===== config.mk =====
export PLATFORM = sky130hd
export DESIGN_NAME = cdc_tx_arbiter
export DESIGN_NICKNAME = d
export VERILOG_FILES = /design/src/rtl/cdc_tx_arbiter.sv
export SDC_FILE = /design/constraint.sdc
export NUM_CORES = 1
export LEC_CHECK = 0
export CAP_MARGIN = 0
export CORE_MARGIN = 3
export CORE_UTILIZATION = 41
export CTS_BUF_LIST = sky130_fd_sc_hd__clkbuf_16
export CTS_CLUSTER_SIZE = 14
export DETAILED_ROUTE_END_ITERATION = 12
export GPL_TIMING_DRIVEN = 0
export PLACE_DENSITY = 0.88
export SLEW_MARGIN = 25
export SYNTH_ARGS = -nofsm -noshare
export SYNTH_HDL_FRONTEND = slang
export SYNTH_SLANG_ARGS = --single-unit

===== constraint.sdc =====
create_clock -name clk_a -period 4.5 [get_ports clk_a]
set_input_delay 0.45 -clock clk_a [delete_from_list [all_inputs] [get_ports clk_a]]
set_output_delay 0.45 -clock clk_a [all_outputs]
set_load 0.03 [all_outputs]

===== src/rtl/cdc_tx_arbiter.sv =====
// cdc_tx_arbiter: source-domain (clk_a) controller sharing one clock-domain crossing
// channel among NUM_REQ requesters. Round-robin arbitration picks a winner and
// captures its word into a held data register. The word is then sent with a
// 2-phase toggle handshake: xfer_req toggles out and xfer_ack toggles back.
// The returning ack is resynchronized through a SYNC_STAGES flop chain.
// Optional feature macro: ACK_TIMEOUT_EN. When it is defined, an ack timeout
// moves the block to a sticky ERR state and raises timeout_err.
module cdc_tx_arbiter #(
    parameter int NUM_REQ     = 4,
    parameter int DATA_W      = 8,
    parameter int ID_W        = 2,
    parameter int SYNC_STAGES = 2,
    parameter int TIMEOUT_CYC = 255
) (
    input  logic                      clk_a,
    input  logic                      rst,
    input  logic [NUM_REQ-1:0]        req_valid,
    input  logic [NUM_REQ*DATA_W-1:0] req_data,
    output logic [NUM_REQ-1:0]        req_ready,
    output logic                      xfer_req,
    output logic [DATA_W-1:0]         xfer_data,
    output logic [ID_W-1:0]           xfer_src,
    input  logic                      xfer_ack,
    output logic                      busy,
    output logic                      timeout_err
);

    localparam int PTR_W = $clog2(NUM_REQ);

    typedef enum logic [1:0] {
        ST_IDLE     = 2'd0,
        ST_WAIT_ACK = 2'd1,
        ST_ERR      = 2'd2
    } state_t;

    state_t                 state_q, state_d;
    logic                   xfer_req_q, xfer_req_d;
    logic [DATA_W-1:0]      xfer_data_q, xfer_data_d;
    logic [ID_W-1:0]        xfer_src_q, xfer_src_d;
    logic [PTR_W-1:0]       rr_ptr_q, rr_ptr_d;
    logic                   busy_q, busy_d;
    logic [SYNC_STAGES-1:0] ack_sync_q, ack_sync_d;
    logic                   ack_s;

    logic                   grant_found;
    logic [PTR_W-1:0]       grant_idx;
    logic [DATA_W-1:0]      grant_word;
    logic [DATA_W-1:0]      req_word [NUM_REQ];
    int                     search_idx;

`ifdef ACK_TIMEOUT_EN
    localparam int CNT_W = $clog2(TIMEOUT_CYC + 1);
    logic [CNT_W-1:0]       timeout_cnt_q, timeout_cnt_d;
    logic                   timeout_err_q, timeout_err_d;
`else
    // The timeout length only matters when the timeout feature is built in.
    logic                   timeout_cyc_unused;
    assign timeout_cyc_unused = (TIMEOUT_CYC == 0);
`endif

    // Slice the flat payload bus into one word per requester.
    generate
        for (genvar gi = 0; gi < NUM_REQ; gi++) begin : g_req_word
            assign req_word[gi] = req_data[gi*DATA_W +: DATA_W];
        end
    endgenerate

    // The last stage of the ack chain is the only view of xfer_ack in this domain.
    assign ack_s = ack_sync_q[SYNC_STAGES-1];

    // Shift the asynchronous ack toggle into the synchronizer chain.
    always_comb begin
        ack_sync_d = {ack_sync_q[SYNC_STAGES-2:0], xfer_ack};
    end

    // Round-robin search: first valid requester at or above rr_ptr, with wrap-around.
    always_comb begin
        grant_found = 1'b0;
        grant_idx   = '0;
        search_idx  = 0;
        for (int k = 0; k < NUM_REQ; k++) begin
            search_idx = int'(rr_ptr_q) + k;
            if (search_idx >= NUM_REQ) begin
                search_idx = search_idx - NUM_REQ;
            end
            if (!grant_found && req_valid[search_idx]) begin
                grant_found = 1'b1;
                grant_idx   = PTR_W'(search_idx);
            end
        end
    end

    assign grant_word = req_word[grant_idx];

    // Grant is combinational; it is only offered while the channel is idle.
    always_comb begin
        req_ready = '0;
        if (state_q == ST_IDLE && grant_found) begin
            req_ready = NUM_REQ'(1) << grant_idx;
        end
    end

    // Next-state logic for the handshake controller and its held outputs.
    always_comb begin
        state_d     = state_q;
        xfer_req_d  = xfer_req_q;
        xfer_data_d = xfer_data_q;
        xfer_src_d  = xfer_src_q;
        rr_ptr_d    = rr_ptr_q;
        busy_d      = busy_q;
`ifdef ACK_TIMEOUT_EN
        timeout_cnt_d = timeout_cnt_q;
        timeout_err_d = timeout_err_q;
`endif
        case (state_q)
            ST_IDLE: begin
                if (grant_found) begin
                    xfer_data_d = grant_word;
                    xfer_src_d  = ID_W'(grant_idx);
                    xfer_req_d  = ~xfer_req_q;
                    rr_ptr_d    = (grant_idx == PTR_W'(NUM_REQ - 1)) ? '0 : grant_idx + 1'b1;
                    busy_d      = 1'b1;
                    state_d     = ST_WAIT_ACK;
`ifdef ACK_TIMEOUT_EN
                    timeout_cnt_d = '0;
`endif
                end
            end
            ST_WAIT_ACK: begin
                // The ack has come back once its synchronized level matches our toggle.
                if (ack_s == xfer_req_q) begin
                    busy_d  = 1'b0;
                    state_d = ST_IDLE;
                end
`ifdef ACK_TIMEOUT_EN
                else begin
                    timeout_cnt_d = timeout_cnt_q + 1'b1;
                    if (timeout_cnt_d == CNT_W'(TIMEOUT_CYC)) begin
                        timeout_err_d = 1'b1;
                        state_d       = ST_ERR;
                    end
                end
`endif
            end
`ifdef ACK_TIMEOUT_EN
            ST_ERR: begin
                // Sticky until reset; the channel stays busy and the word stays held.
                busy_d = 1'b1;
            end
`endif
            default: begin
                state_d = ST_IDLE;
                busy_d  = 1'b0;
            end
        endcase
    end

    // State and output registers; reset abandons any outstanding transfer.
    always_ff @(posedge clk_a or posedge rst) begin
        if (rst) begin
            state_q     <= ST_IDLE;
            xfer_req_q  <= 1'b0;
            xfer_data_q <= '0;
            xfer_src_q  <= '0;
            rr_ptr_q    <= '0;
            busy_q      <= 1'b0;
            ack_sync_q  <= '0;
`ifdef ACK_TIMEOUT_EN
            timeout_cnt_q <= '0;
            timeout_err_q <= 1'b0;
`endif
        end else begin
            state_q     <= state_d;
            xfer_req_q  <= xfer_req_d;
            xfer_data_q <= xfer_data_d;
            xfer_src_q  <= xfer_src_d;
            rr_ptr_q    <= rr_ptr_d;
            busy_q      <= busy_d;
            ack_sync_q  <= ack_sync_d;
`ifdef ACK_TIMEOUT_EN
            timeout_cnt_q <= timeout_cnt_d;
            timeout_err_q <= timeout_err_d;
`endif
        end
    end

    assign xfer_req  = xfer_req_q;
    assign xfer_data = xfer_data_q;
    assign xfer_src  = xfer_src_q;
    assign busy      = busy_q;
`ifdef ACK_TIMEOUT_EN
    assign timeout_err = timeout_err_q;
`else
    assign timeout_err = 1'b0;
`endif

endmodule


# == Word level (Yosys, flattened, before mapping) ==
# Index checks and enable logic that the tools add are counted.
# word_totals
output_inout_bits,17
reg_bits,18
wordCells,77
# op_classes
bitwise_logic,2
n_mux,35
n_reduce_logical,10
addsub,8
shift,1
n_eq_ne,5
order_cmp,9
# op_table
op,count
< comparator 32 x 4 -> 1 bit (second input constant),4
two-way mux 32 bit,4
binary-select mux 8 bit (select 2 bit),1
two-way mux 8 bit,2
two-way mux 1 bit,14
two-way mux 2 bit,7
greater-or-equal comparator 3 bit (second input constant),4
subtractor 3 x 3 -> 4 bit (second input constant),3
binary-select mux 1 bit (select 2 bit),4
adder 2 x 2 -> 3 bit (second input constant),2
logical AND 1 bit,4
two-way mux 4 bit,1
!= test 2 bit (second input constant),2
case mux 2 bit (2 select lines),1
AND reduction 2 bit,2
<< shifter 1 x 2 -> 4 bit (first input constant),1
subtractor 2 x 3 -> 4 bit (second input constant),1
adder 2 x 1 -> 3 bit (second input constant),1
greater-or-equal comparator 2 x 3 -> 1 bit (second input constant),1
logical NOT 1 bit,3
inverter 2 -> 3 bit,1
adder 2 x 1 -> 2 bit (second input constant),1
equality test 2 x 1 -> 1 bit (second input constant),1
equality test 2 bit (second input constant),1
4 further kinds,4

# == Logic depth before layout (Yosys ltp) ==
# Gate-level depths: netlist of the first run.
# depth
depth_word,19
ltp_mapped,6
depth_no_buf,5

# == Worst setup path after synthesis of the first run ==
# Ideal clock, no wire load.
# synth_timing
path_kind,input-to-output
from,input port req_valid[2]
to,output port req_ready[2]
t_required_ps,4050
path_slack_ps,2380
arrival_time_ps,1670
path_buffers,1
path_stages,5
cell_sequence,nor2b_1 a211o_1 clkbuf_1 nand2_1 nor2_1
# synth_between
elab_chain_len,15
# synth_lines
item,line_no,rtl
"start, declared",17,"input logic [NUM_REQ-1:0] req_valid,"
binary-select mux 1 bit (select 2 bit),86,if (!grant_found && req_valid[search_idx]) begin
two-way mux 1 bit (implied by the code) (2 in a row),86,
two-way mux 1 bit,86,
logical NOT 1 bit,86,
logical AND 1 bit,86,
two-way mux 1 bit,86,
logical NOT 1 bit,86,
logical AND 1 bit,86,
two-way mux 1 bit,86,
logical NOT 1 bit,86,
logical AND 1 bit,86,
two-way mux 2 bit or two-way mux 1 bit (tied branches),86,
<< shifter 1 x 2 -> 4 bit or logical AND 1 bit (tied branches),"99, 98",
two-way mux 4 bit (*),98,if (state_q == ST_IDLE && grant_found) begin
"end, declared",19,"output logic [NUM_REQ-1:0] req_ready,"
# Mark *: on every way between the ends. The rest lies on a longest branch, timed or not. The select of a mux whose other input is x is not followed.

# == Final worst setup path of the first run ==
# layout_timing
from,input port req_valid[2]
to,output port req_ready[3]
# The elaborated chain is that of the path after synthesis.

==> results of run 1 <==
-- through the flow --
step,hold WS (ns),power (mW)
2_1_floorplan,0.331,0.644
3_3_place_gp,0.338,0.844
3_5_place_dp,0.340,0.870
4_1_cts,0.379,1.04
5_1_grt,0.387,1.10
6_report,0.373,1.03
-- state kept, by name, summed over array words and instances (netlist names) --
| register | cells |
|---|---|
| rr_ptr_q | 2 |
| xfer_req | 1 |
| xfer_src | 2 |
| xfer_data | 8 |
| busy | 1 |
| ack_sync_q | 2 |
-- layout by cell type (no fill, tap or decap) --
cell type | synthesis | final
clkdlybuf4s50_1 | 0 | 54
dfrtp_1 | 16 | 16
nor2_1 | 11 | 11
o21ai_0 | 9 | 9
nand2_1 | 8 | 8
nand3_1 | 8 | 8
a221o_1 | 8 | 8
mux2_4 | 7 | 7
a211oi_1 | 7 | 7
clkbuf_1 | 5 | 5
clkbuf_16 | 0 | 3
nor2b_1 | 2 | 2
nand2b_1 | 2 | 2
a21oi_1 | 2 | 2
inv_1 | 2 | 2
a211o_1 | 2 | 2
xnor2_1 | 2 | 2
nor4_1 | 1 | 1
o21a_1 | 1 | 1
nor3_1 | 1 | 1
or2_2 | 1 | 1
a21oi_2 | 1 | 1
and2b_1 | 1 | 1
a211oi_4 | 1 | 1
nor2_2 | 1 | 1
buf_6 | 1 | 1
a21o_1 | 1 | 1
or3_1 | 1 | 1
mux2i_1 | 1 | 1
a31oi_1 | 1 | 1
o31ai_1 | 1 | 1
mux2_2 | 1 | 1
buf_4 | 1 | 1
conb_1 | 1 | 1
clkinv_1 | 0 | 1
-- cells by family (layout without fill, tap and decap cells) --
kind of cell	count (synthesis)	after routing
compound gates	34	34
xor+xnor	2	2
buf+inv	9	67
flops	16	16
mux	9	9
other cells	1	1
simple gates	37	37
-- synth_stat cells (5+ instances only) --
library cell  instances  area, µm²
nand2_1               8       30.0
nand3_1               8       40.0
nor2_1               11       41.3
mux2_4                7        105
a211oi_1              7       52.6
o21ai_0               9       45.0
a221o_1               8       80.1
clkbuf_1              5       18.8
dfrtp_1              16        400
-- worst min-delay path by stage --
stage | endpoint | slack, ns | depth (start not counted)
global placement | ack_sync_q[1] | 0.34 | 0
finish | ack_sync_q[1] | 0.37 | 0
global route | ack_sync_q[1] | 0.39 | 0
detailed placement | ack_sync_q[1] | 0.34 | 0
CTS | ack_sync_q[1] | 0.38 | 0
floorplan | ack_sync_q[1] | 0.33 | 0
-- worst register-to-register path, delay by kind of cell (launching register included) --
family / cells / cell delay, ns
mux: 1 / 0.31
flops: 1 / 0.46
compound gates: 2 / 0.73
simple gates: 2 / 0.25
buf+inv: 1 / 0.17
-- area by class of cell --
type	count	area, µm²	share of cell area
buffer	7	37.5	0.0223
inverter	2	7.51	0.00446
multi-input combinational	83	584	0.347
timing repair buffer	54	541	0.321
clock inverter	1	3.75	0.00223
sequential	16	400	0.238
tap	28	35.0	0.0208
clock buffer	3	75.1	0.0446
-- layer usage --
layer  up-vias  GRT usage  wire length [µm]
met5         -          0                 0
met4         0     0.0508                27
met3         2     0.0139               157
met2        47      0.381              1600
met1       505      0.239              1250
li1        511          -                 -
-- where the power goes --
| group | leakage (nW) | switching [mW] | total [mW] | internal (mW) |
|---|---|---|---|---|
| registers | 0.192 | 0.0523 | 0.261 | 0.209 |
| clock network | 0.0385 | 0.0489 | 0.166 | 0.117 |
| logic | 0.464 | 0.330 | 0.607 | 0.277 |
| total | 0.694 | 0.431 | 1.03 | 0.603 |
==> run_results.csv, run 1 <==
group,metric,value,unit
yosys,yosys.area_share.simple,0.169,
yosys,postSynthCellCount,108,
clocking,tritoncts.num_buffers,3,
die,fp.dieArea,0.00315,mm²
yosys,synth_fp_nets,147,
placement,placement.io_buffers,54,
setup_path,crit-reg2reg-capture,"xfer_data[1]",
final_layout,layout-drive-gt1-share,0.102,
detailed_routing,detail_route.vias_per_cell,5.49,
placement,place.detailed.hpwl,2460,µm
setup_path,cp_slowest_stage_delay,0.69,ns
setup_path,critical_path.cell_chain,"clkdlybuf4s50_1, nor2b_1, a211o_1, clkbuf_1, nand2_1, nor2_1, clkdlybuf4s50_1",
setup_path,worstRegToRegCells,6,
worst_hold_path,timing.hold.worst.start,"ack_sync_q[0]",
global_route,first_global_vias,1051,
sta,setup_total_negative_slack,0,ns
outcome,status,"finished clean",
clocking,clk_latency,0.24,ns
die,core_area,0.00230,mm²
detailed_routing,vias_after_detailed_routing,1065,
clocking,cts_tree,"built",
setup_path,slowest_stage,"clkdlybuf4s50_1",
global_route,grt_use_total,0.200,
final_layout,fin_area,0.00168,mm²
clocking,ctsLongestPathBuffers,2,
placement,dp_cells,190,
worst_hold_path,timing.hold.worst.class,"register to register",
sta,slew_viol_final,0,
final_layout,finish.utilization,0.733,
placement,preCtsSetupSlack,1.31,ns
placement,dpl_cell_area,0.00161,mm²
sta,setup_slack_of_the_critical_path_after_layout,1.30,ns
yosys,yosys_register_bits,16,
detailed_routing,count_of_unresolved_drc_violations_after_routing,0,
sta,final.min_clock_period,3.20,ns
sta,setup_violations,0,
sta,number_of_hold_violations_in_the_final_report,0,
pwr,power_per_cell_area,614,mW/mm²
setup_path,crit_path_frequent_cell,"clkdlybuf4s50_1",
setup_path,element_type_at_the_critical_path_end,"output port",
placement,finalWeightedCongestion,0.821,
detailed_routing,drt.antenna.violating_nets,0,
setup_path,reg2reg_slack,2.46,ns
pwr,power.leakage,0.694,nW
final_layout,diodes,0,
setup_path,worstPathRequired,4.05,ns
setup_path,critical_path.n_buffers_inverters,3,
setup_path,worst_setup_path_endpoint,"req_ready[3]",
detailed_routing,initialDrtViolationCount,20,
sta,max_slew_margin,0.616,
yosys,synth_seq_area_share,0.389,
die,die_y,56.1,µm
setup_path,cpLargestDelayFamily,"buffers and inverters",
yosys,synth.distinct_cells,32,
setup_path,crit_start,"req_valid[2]",
setup_path,critPathMaxFanout,9,
yosys,async_flop_share,1.00,
detailed_routing,drtPass1Iterations,4,
sta,rsz0062_at_grt,"no",
sta,clock-skew-final,0.00249,ns
yosys,synth_fa_ha_area_frac,0,
final_layout,area_growth_from_synthesis_to_layout,63.5,%
die,rows,17,
clocking,htreeDepth,1,
pwr,ir_worst_vdd,0.422,mV
setup_path,cp.depth,7,
global_route,overflow,0,
global_route,antenna_violations_before_repair,0,
sta,fmax,0.312,GHz
yosys,synth-xor-area-share,0.0170,
setup_path,criticalPathCategory,"input port to output port",
final_layout,final_net_count,206,
sta,max_slew.worst_pin.slew,0.575,ns
yosys,largest_family_of_logic_cells_by_synthesized_area,"compound AO/OA/AOI/OAI gates",
job,maxCapViolCount,0,
yosys,mappedNetlistArea,0.00103,mm²
final_layout,final-instance-count-excl-fill,194,
clocking,tritoncts_num_sinks,16,
clocking,clock_edge_transition_at_the_registers_on_the_reported_setup_and_hold_paths,0.05,ns
clocking,cts_setup_buffers,0,
yosys,synth_warnings,0,
global_route,grt_max_degree,17,
clocking,root_buffer,"clkbuf_16",
die,fp.dieW,56.1,µm
yosys,synth_compound_gate_area_share,0.255,
detailed_routing,drt-wirelength-per-cell,15.6,µm
sta,period_share,0.711,
yosys,synth.avg_cell_area,9.53,µm²
setup_path,cp-start-kind,"input port",
setup_path,crit-reg2reg-launch,"rr_ptr_q[1]",
global_route,first_pass_grt_wire_length,5040,µm
clocking,post_cts_resize_count,0,
die,io_pins,56,
die,initial_utilization,0.448,
yosys,synth_edf_count,0,
setup_path,timing.critical_path.arrival,2.75,ns
yosys,top_flip_flop_cell_by_instance_count_after_synthesis,"dfrtp_1",
yosys,synth.mux.area_fraction,0.123,
detailed_routing,drt-total-wl,3040,µm
clocking,cts_hold_buf,0,
final_layout,layout.filler_cells,195,
Power figures use the tool's default switching activity.
==> inputs of run 2 (changes only) <==
Settings changed: CORE_UTILIZATION 41 to 35, PLACE_DENSITY 0.88 to 0.8.
Clock period 4.5 ns to 2.8 ns, I/O delays scaled along.
==> run_results.csv, run 2 (synthesis results as in run 1) <==
group,metric,value,unit
sta,setup_slack_of_the_critical_path_after_layout,0.0975,ns
setup_path,critPathMaxFanout,10,
clocking,tritoncts_num_sinks,16,
global_route,grt_use_total,0.194,
detailed_routing,detail_route.vias_per_cell,5.60,
global_route,grt_most_used_layer,"met2",
detailed_routing,vias_after_detailed_routing,1103,
sta,rsz0062_at_grt,"no",
clocking,htreeDepth,1,
final_layout,final_net_count,207,
pwr,intPower,973,µW
die,fp.dieW,60.2,µm
setup_path,critical_path.cell_chain,"clkdlybuf4s50_1, and2b_1, a211oi_4, nor2_2, buf_6, nor2_1, clkdlybuf4s50_1",
setup_path,element_type_at_the_critical_path_end,"output port",
clocking,tritoncts.num_buffers,3,
die,initial_utilization,0.370,
placement,place.detailed.hpwl,2430,µm
global_route,first_pass_grt_wire_length,5180,µm
placement,preCtsSetupSlack,-0.0943,ns
final_layout,leading_cell_type_in_the_layout_fill_and_taps_excluded,"clkdlybuf4s50_1",
pwr,comb_power_share,0.592,
sta,max_slew.worst_pin.slew,0.637,ns
clocking,clk_latency,0.24,ns
pwr,pwr-share-seq,0.248,
placement,placement.io_buffers,54,
outcome,status,"finished clean",
pwr,power_per_cell_area,983,mW/mm²
sta,number_of_hold_violations_in_the_final_report,0,
worst_hold_path,timing.hold.worst.class,"register to register",
pwr,pwr-share-clk,0.160,
global_route,grt.met3_usage,0.0626,
sta,max_slew_margin,0.575,
clocking,cts_tree,"built",
die,io_pins,56,
pwr,power.switching_fraction,0.424,
sta,slew_viol_final,0,
detailed_routing,count_of_unresolved_drc_violations_after_routing,0,
pwr,power_switching,718,µW
sta,clock-skew-final,0.00350,ns
setup_path,worstPathRequired,2.52,ns
sta,final.min_clock_period,2.70,ns
sta,fmax,0.370,GHz
global_route,antenna_violations_before_repair,0,
pwr,ir_worst_vdd,0.735,mV
job,maxCapViolCount,0,
detailed_routing,initialDrtViolationCount,45,
final_layout,layout.filler_cells,240,
global_route,first_global_vias,1074,
setup_path,criticalPathCategory,"input port to output port",
sta,setup_violations,0,
die,die_y,60.2,µm
global_route,grt_max_degree,17,
setup_path,cp_slowest_stage_delay,0.68,ns
final_layout,mostFrequentLayoutCells,"clkdlybuf4s50_1, dfrtp_1, nor2_1",
detailed_routing,drt-wirelength-per-cell,16.5,µm
detailed_routing,drt.antenna.violating_nets,0,
placement,dpl_cell_area,0.00161,mm²
final_layout,finish.utilization,0.618,
final_layout,area_growth_from_synthesis_to_layout,67.0,%
final_layout,layout-drive-gt1-share,0.139,
global_route,use_met1,0.240,
setup_path,cp-start-kind,"input port",
die,rows,19,
final_layout,largest_reg_flops,8,
setup_path,slowest_stage,"clkdlybuf4s50_1",
global_route,globalRouteMet2Util,0.324,
placement,finalWeightedCongestion,0.854,
detailed_routing,drt-total-wl,3240,µm
sta,period_share,0.965,
die,core_area,0.00278,mm²
setup_path,timing.critical_path.arrival,2.42,ns
pwr,power.leakage,0.753,nW
setup_path,crit_path_frequent_cell,"clkdlybuf4s50_1",
detailed_routing,drtPass1Iterations,4,
sta,hold_slack,0.354,ns
die,fp.dieArea,0.00363,mm²
clocking,ctsLongestPathBuffers,2,
final_layout,diodes,0,
global_route,overflow,0,
clocking,root_buffer,"clkbuf_16",
final_layout,fin_area,0.00172,mm²
clocking,clock_edge_transition_at_the_registers_on_the_reported_setup_and_hold_paths,0.05,ns
## run 2: cell types whose count changed in the layout (fill, tap and decap cells not counted), sizes merged
cell and delta:
clkinv -1, dlymetal6s2s +3, buf +1, clkdlybuf4s50 -3
## run 2: path summary, 6_finish.rpt
path,end,slack [ns],depth (start not counted),startpoint
max,req_ready[0],0.1,7,req_valid[1]
min,ack_sync_q[1],0.35,0,ack_sync_q[0]
max reg2reg,xfer_data[2],0.79,6,rr_ptr_q[0]
min reg2reg,ack_sync_q[1],0.35,0,ack_sync_q[0]
max in group asynchronous,xfer_data[2],1.96,2,rst
min in group asynchronous,ack_sync_q[1],0.42,2,rst
## run 2: area by class of cell
cell class	instances	area (µm²)	area share
multi-input cells	83	603	0.351
repair buffers	55	556	0.323
flip-flops and latches	16	400	0.233
clock buffers	3	75.1	0.0437
plain buffers	7	38.8	0.0226
well taps	31	38.8	0.0226
inverters	2	7.51	0.00437
## run 2: timing repair
item / CTS / global route
endpoints found under the setup margin: 3 / 4
pin swaps: 0 / 0
setup buffers: 1 / 0
gates resized for setup: 2 / 6
hold buffers: 0 / 0
## run 2: power by group through the flow
stage               Sequential [mW]  Combinational [mW]  Clock, mW
finish                        0.420                1.00      0.270
global placement              0.412               0.961          0
CTS                           0.420               0.993      0.271
global route                  0.434                1.06      0.293
floorplan                     0.566               0.469          0
detailed placement            0.417               0.985          0
## run 2: layer usage
layer  routed length [µm]  share of wire  up-vias
met5                    0              0        -
met4                   53          0.016        0
met3                  285          0.088        9
met2                 1600           0.49       59
met1                 1300           0.40      520
li1                     -              -      515
## run 2: critical path, delay by kind of cell
family,cells,cell delay [ns]
AOI/OAI and AO/OA,1,0.27
and+or+nand+nor,3,0.46
buffers and inverters,3,1.42
## run 2: metrics by stage
step	TNS [ns]	total power [mW]	instances
after global routing	0	1.79	197
after detailed placement	-0.193	1.40	193
after floorplan	0	1.04	108
final	0	1.69	197
after CTS	0	1.68	197
after global placement	-0.156	1.37	193
==> inputs of run 3 (changes only) <==
Settings changed: CAP_MARGIN 0 to unset, CORE_MARGIN 3 to 5.
==> run_results.csv, run 3 (synthesis results as in run 1) <==
group,metric,value,unit
pwr,ir_worst_vdd,0.696,mV
placement,dp_cells,193,
sta,clock-skew-final,0.00254,ns
clocking,tritoncts_num_sinks,16,
sta,max_slew_margin,0.600,
final_layout,final_net_count,205,
setup_path,cp-start-kind,"input port",
die,fp.dieArea,0.00413,mm²
pwr,pwr-share-seq,0.246,
clocking,clk_latency,0.25,ns
placement,placement.io_buffers,54,
detailed_routing,drt-wirelength-per-cell,16.1,µm
clocking,ctsLongestPathBuffers,2,
setup_path,worstPathRequired,2.52,ns
sta,max_slew.worst_pin.slew,0.600,ns
global_route,first_global_vias,1127,
sta,fmax,0.370,GHz
die,io_pins,56,
detailed_routing,wl_met3,225,µm
worst_hold_path,timing.hold.worst.class,"register to register",
final_layout,final-instance-count-excl-fill,196,
final_layout,diodes,0,
final_layout,largest_reg_flops,8,
die,fp.dieW,64.2,µm
detailed_routing,wirelength_met1,1290,µm
placement,place.detailed.hpwl,2430,µm
global_route,first_pass_grt_wire_length,5090,µm
final_layout,mostFrequentLayoutCells,"clkdlybuf4s50_1, dfrtp_1, nor2_1",
setup_path,criticalPathCategory,"input port to output port",
pwr,power.leakage,0.699,nW
clocking,htreeDepth,1,
detailed_routing,highest_routing_layer_actually_used,"met4",
clocking,tritoncts.num_buffers,3,
setup_path,cpLargestDelayFamily,"buffers and inverters",
pwr,intPower,974,µW
die,rows,19,
setup_path,cp_slowest_stage_delay,0.69,ns
job,maxCapViolCount,0,
pwr,power_per_cell_area,990,mW/mm²
clocking,root_buffer,"clkbuf_16",
setup_path,critical_path.n_buffers_inverters,3,
sta,rsz0062_at_grt,"no",
global_route,grt_max_degree,17,
global_route,grt_use_total,0.157,
setup_path,crit_path_frequent_cell,"clkdlybuf4s50_1",
sta,final.min_clock_period,2.70,ns
setup_path,slowest_stage,"clkdlybuf4s50_1",
final_layout,leading_cell_type_in_the_layout_fill_and_taps_excluded,"clkdlybuf4s50_1",
detailed_routing,vias_after_detailed_routing,1078,
outcome,status,"finished clean",
die,die_y,64.2,µm
die,core_area,0.00278,mm²
sta,hold_slack,0.343,ns
global_route,overflow,0,
detailed_routing,drt-total-wl,3160,µm
sta,period_share,0.965,
detailed_routing,drt.antenna.violating_nets,0,
final_layout,fin_area,0.00170,mm²
detailed_routing,detail_route.vias_per_cell,5.50,
detailed_routing,route.met2.wl,1590,µm
global_route,antenna_violations_before_repair,0,
setup_path,critPathMaxFanout,10,
pwr,pwr-share-clk,0.166,
clocking,clock_edge_transition_at_the_registers_on_the_reported_setup_and_hold_paths,0.05,ns
placement,dpl_cell_area,0.00161,mm²
detailed_routing,drtPass1Iterations,4,
final_layout,layout-drive-gt1-share,0.121,
pwr,power.switching_fraction,0.422,
sta,slew_viol_final,0,
detailed_routing,count_of_unresolved_drc_violations_after_routing,0,
sta,setup_violations,0,
clocking,cts_tree,"built",
setup_path,element_type_at_the_critical_path_end,"output port",
die,initial_utilization,0.370,
detailed_routing,initialDrtViolationCount,60,
sta,number_of_hold_violations_in_the_final_report,0,
setup_path,timing.critical_path.arrival,2.42,ns
final_layout,area_growth_from_synthesis_to_layout,65.2,%
pwr,comb_power_share,0.589,
placement,finalWeightedCongestion,0.899,
setup_path,critical_path.cell_chain,"clkdlybuf4s50_1, and2b_1, a211oi_4, nor2_2, buf_6, nor2_1, clkdlybuf4s50_1",
final_layout,layout.filler_cells,240,
pwr,power_switching,711,µW
pwr,power,1.69,mW
-- run 3: power groups by stage --
stage	combinational (mW)	clock [mW]	sequential [mW]
5_1_grt	1.06	0.292	0.431
6_report	0.992	0.279	0.414
4_1_cts	0.994	0.282	0.413
3_3_place_gp	0.966	0	0.409
3_5_place_dp	0.986	0	0.412
2_1_floorplan	0.469	0	0.566
-- run 3: layout make-up --
class	count	area (µm²)	area share
clock buffer	3	75.1	0.0441
buffer	5	30.0	0.0176
clock inverter	1	3.75	0.00221
multi-input combinational	83	598	0.351
sequential	16	400	0.235
timing repair buffer	55	548	0.322
tap	31	38.8	0.0228
inverter	2	7.51	0.00441
-- run 3: per-stage QoR --
stage	setup WS, ns	TNS (ns)	utilization
floorplan	0.929	0	-
global placement	-0.0863	-0.166	0.578
detailed placement	-0.138	-0.297	0.578
CTS	0.00318	0	0.608
global route	0.0120	0	0.612
finish	0.0978	0	0.612
-- run 3: layer usage --
| metal | GRT usage | vias to the layer above |
|---|---|---|
| met5 | 0 | - |
| met4 | 0.0662 | 0 |
| met3 | 0.0420 | 7 |
| met2 | 0.262 | 46 |
| met1 | 0.189 | 508 |
| li1 | - | 517 |
-- run 3: repair_timing --
| item | in CTS | in global routing |
|---|---|---|
| endpoints found under the setup margin | 4 | 4 |
| pin swaps | 1 | 0 |
| setup buffers | 1 | 0 |
| hold buffers | 0 | 0 |
| resized for setup | 0 | 3 |
-- run 3: worst register-to-register path, stage by stage (launching register included) --
cell,delay (ns)
dfrtp_1,0.40
nand2b_1,0.22
a21oi_4,0.30
nor2_2,0.10
buf_6,0.17
mux2_4,0.30
a221o_1,0.32
-- run 3: worst paths after layout --
check                      depth (start not counted)       endpoint  slack [ns]           from
max                                                7   req_ready[0]         0.1   req_valid[1]
min                                                0  ack_sync_q[1]        0.34  ack_sync_q[0]
max reg2reg                                        6   xfer_data[1]        0.87    rr_ptr_q[0]
min reg2reg                                        0  ack_sync_q[1]        0.34  ack_sync_q[0]
max in group asynchronous                          2    rr_ptr_q[0]        2.00            rst
min in group asynchronous                          2   xfer_data[3]        0.41            rst
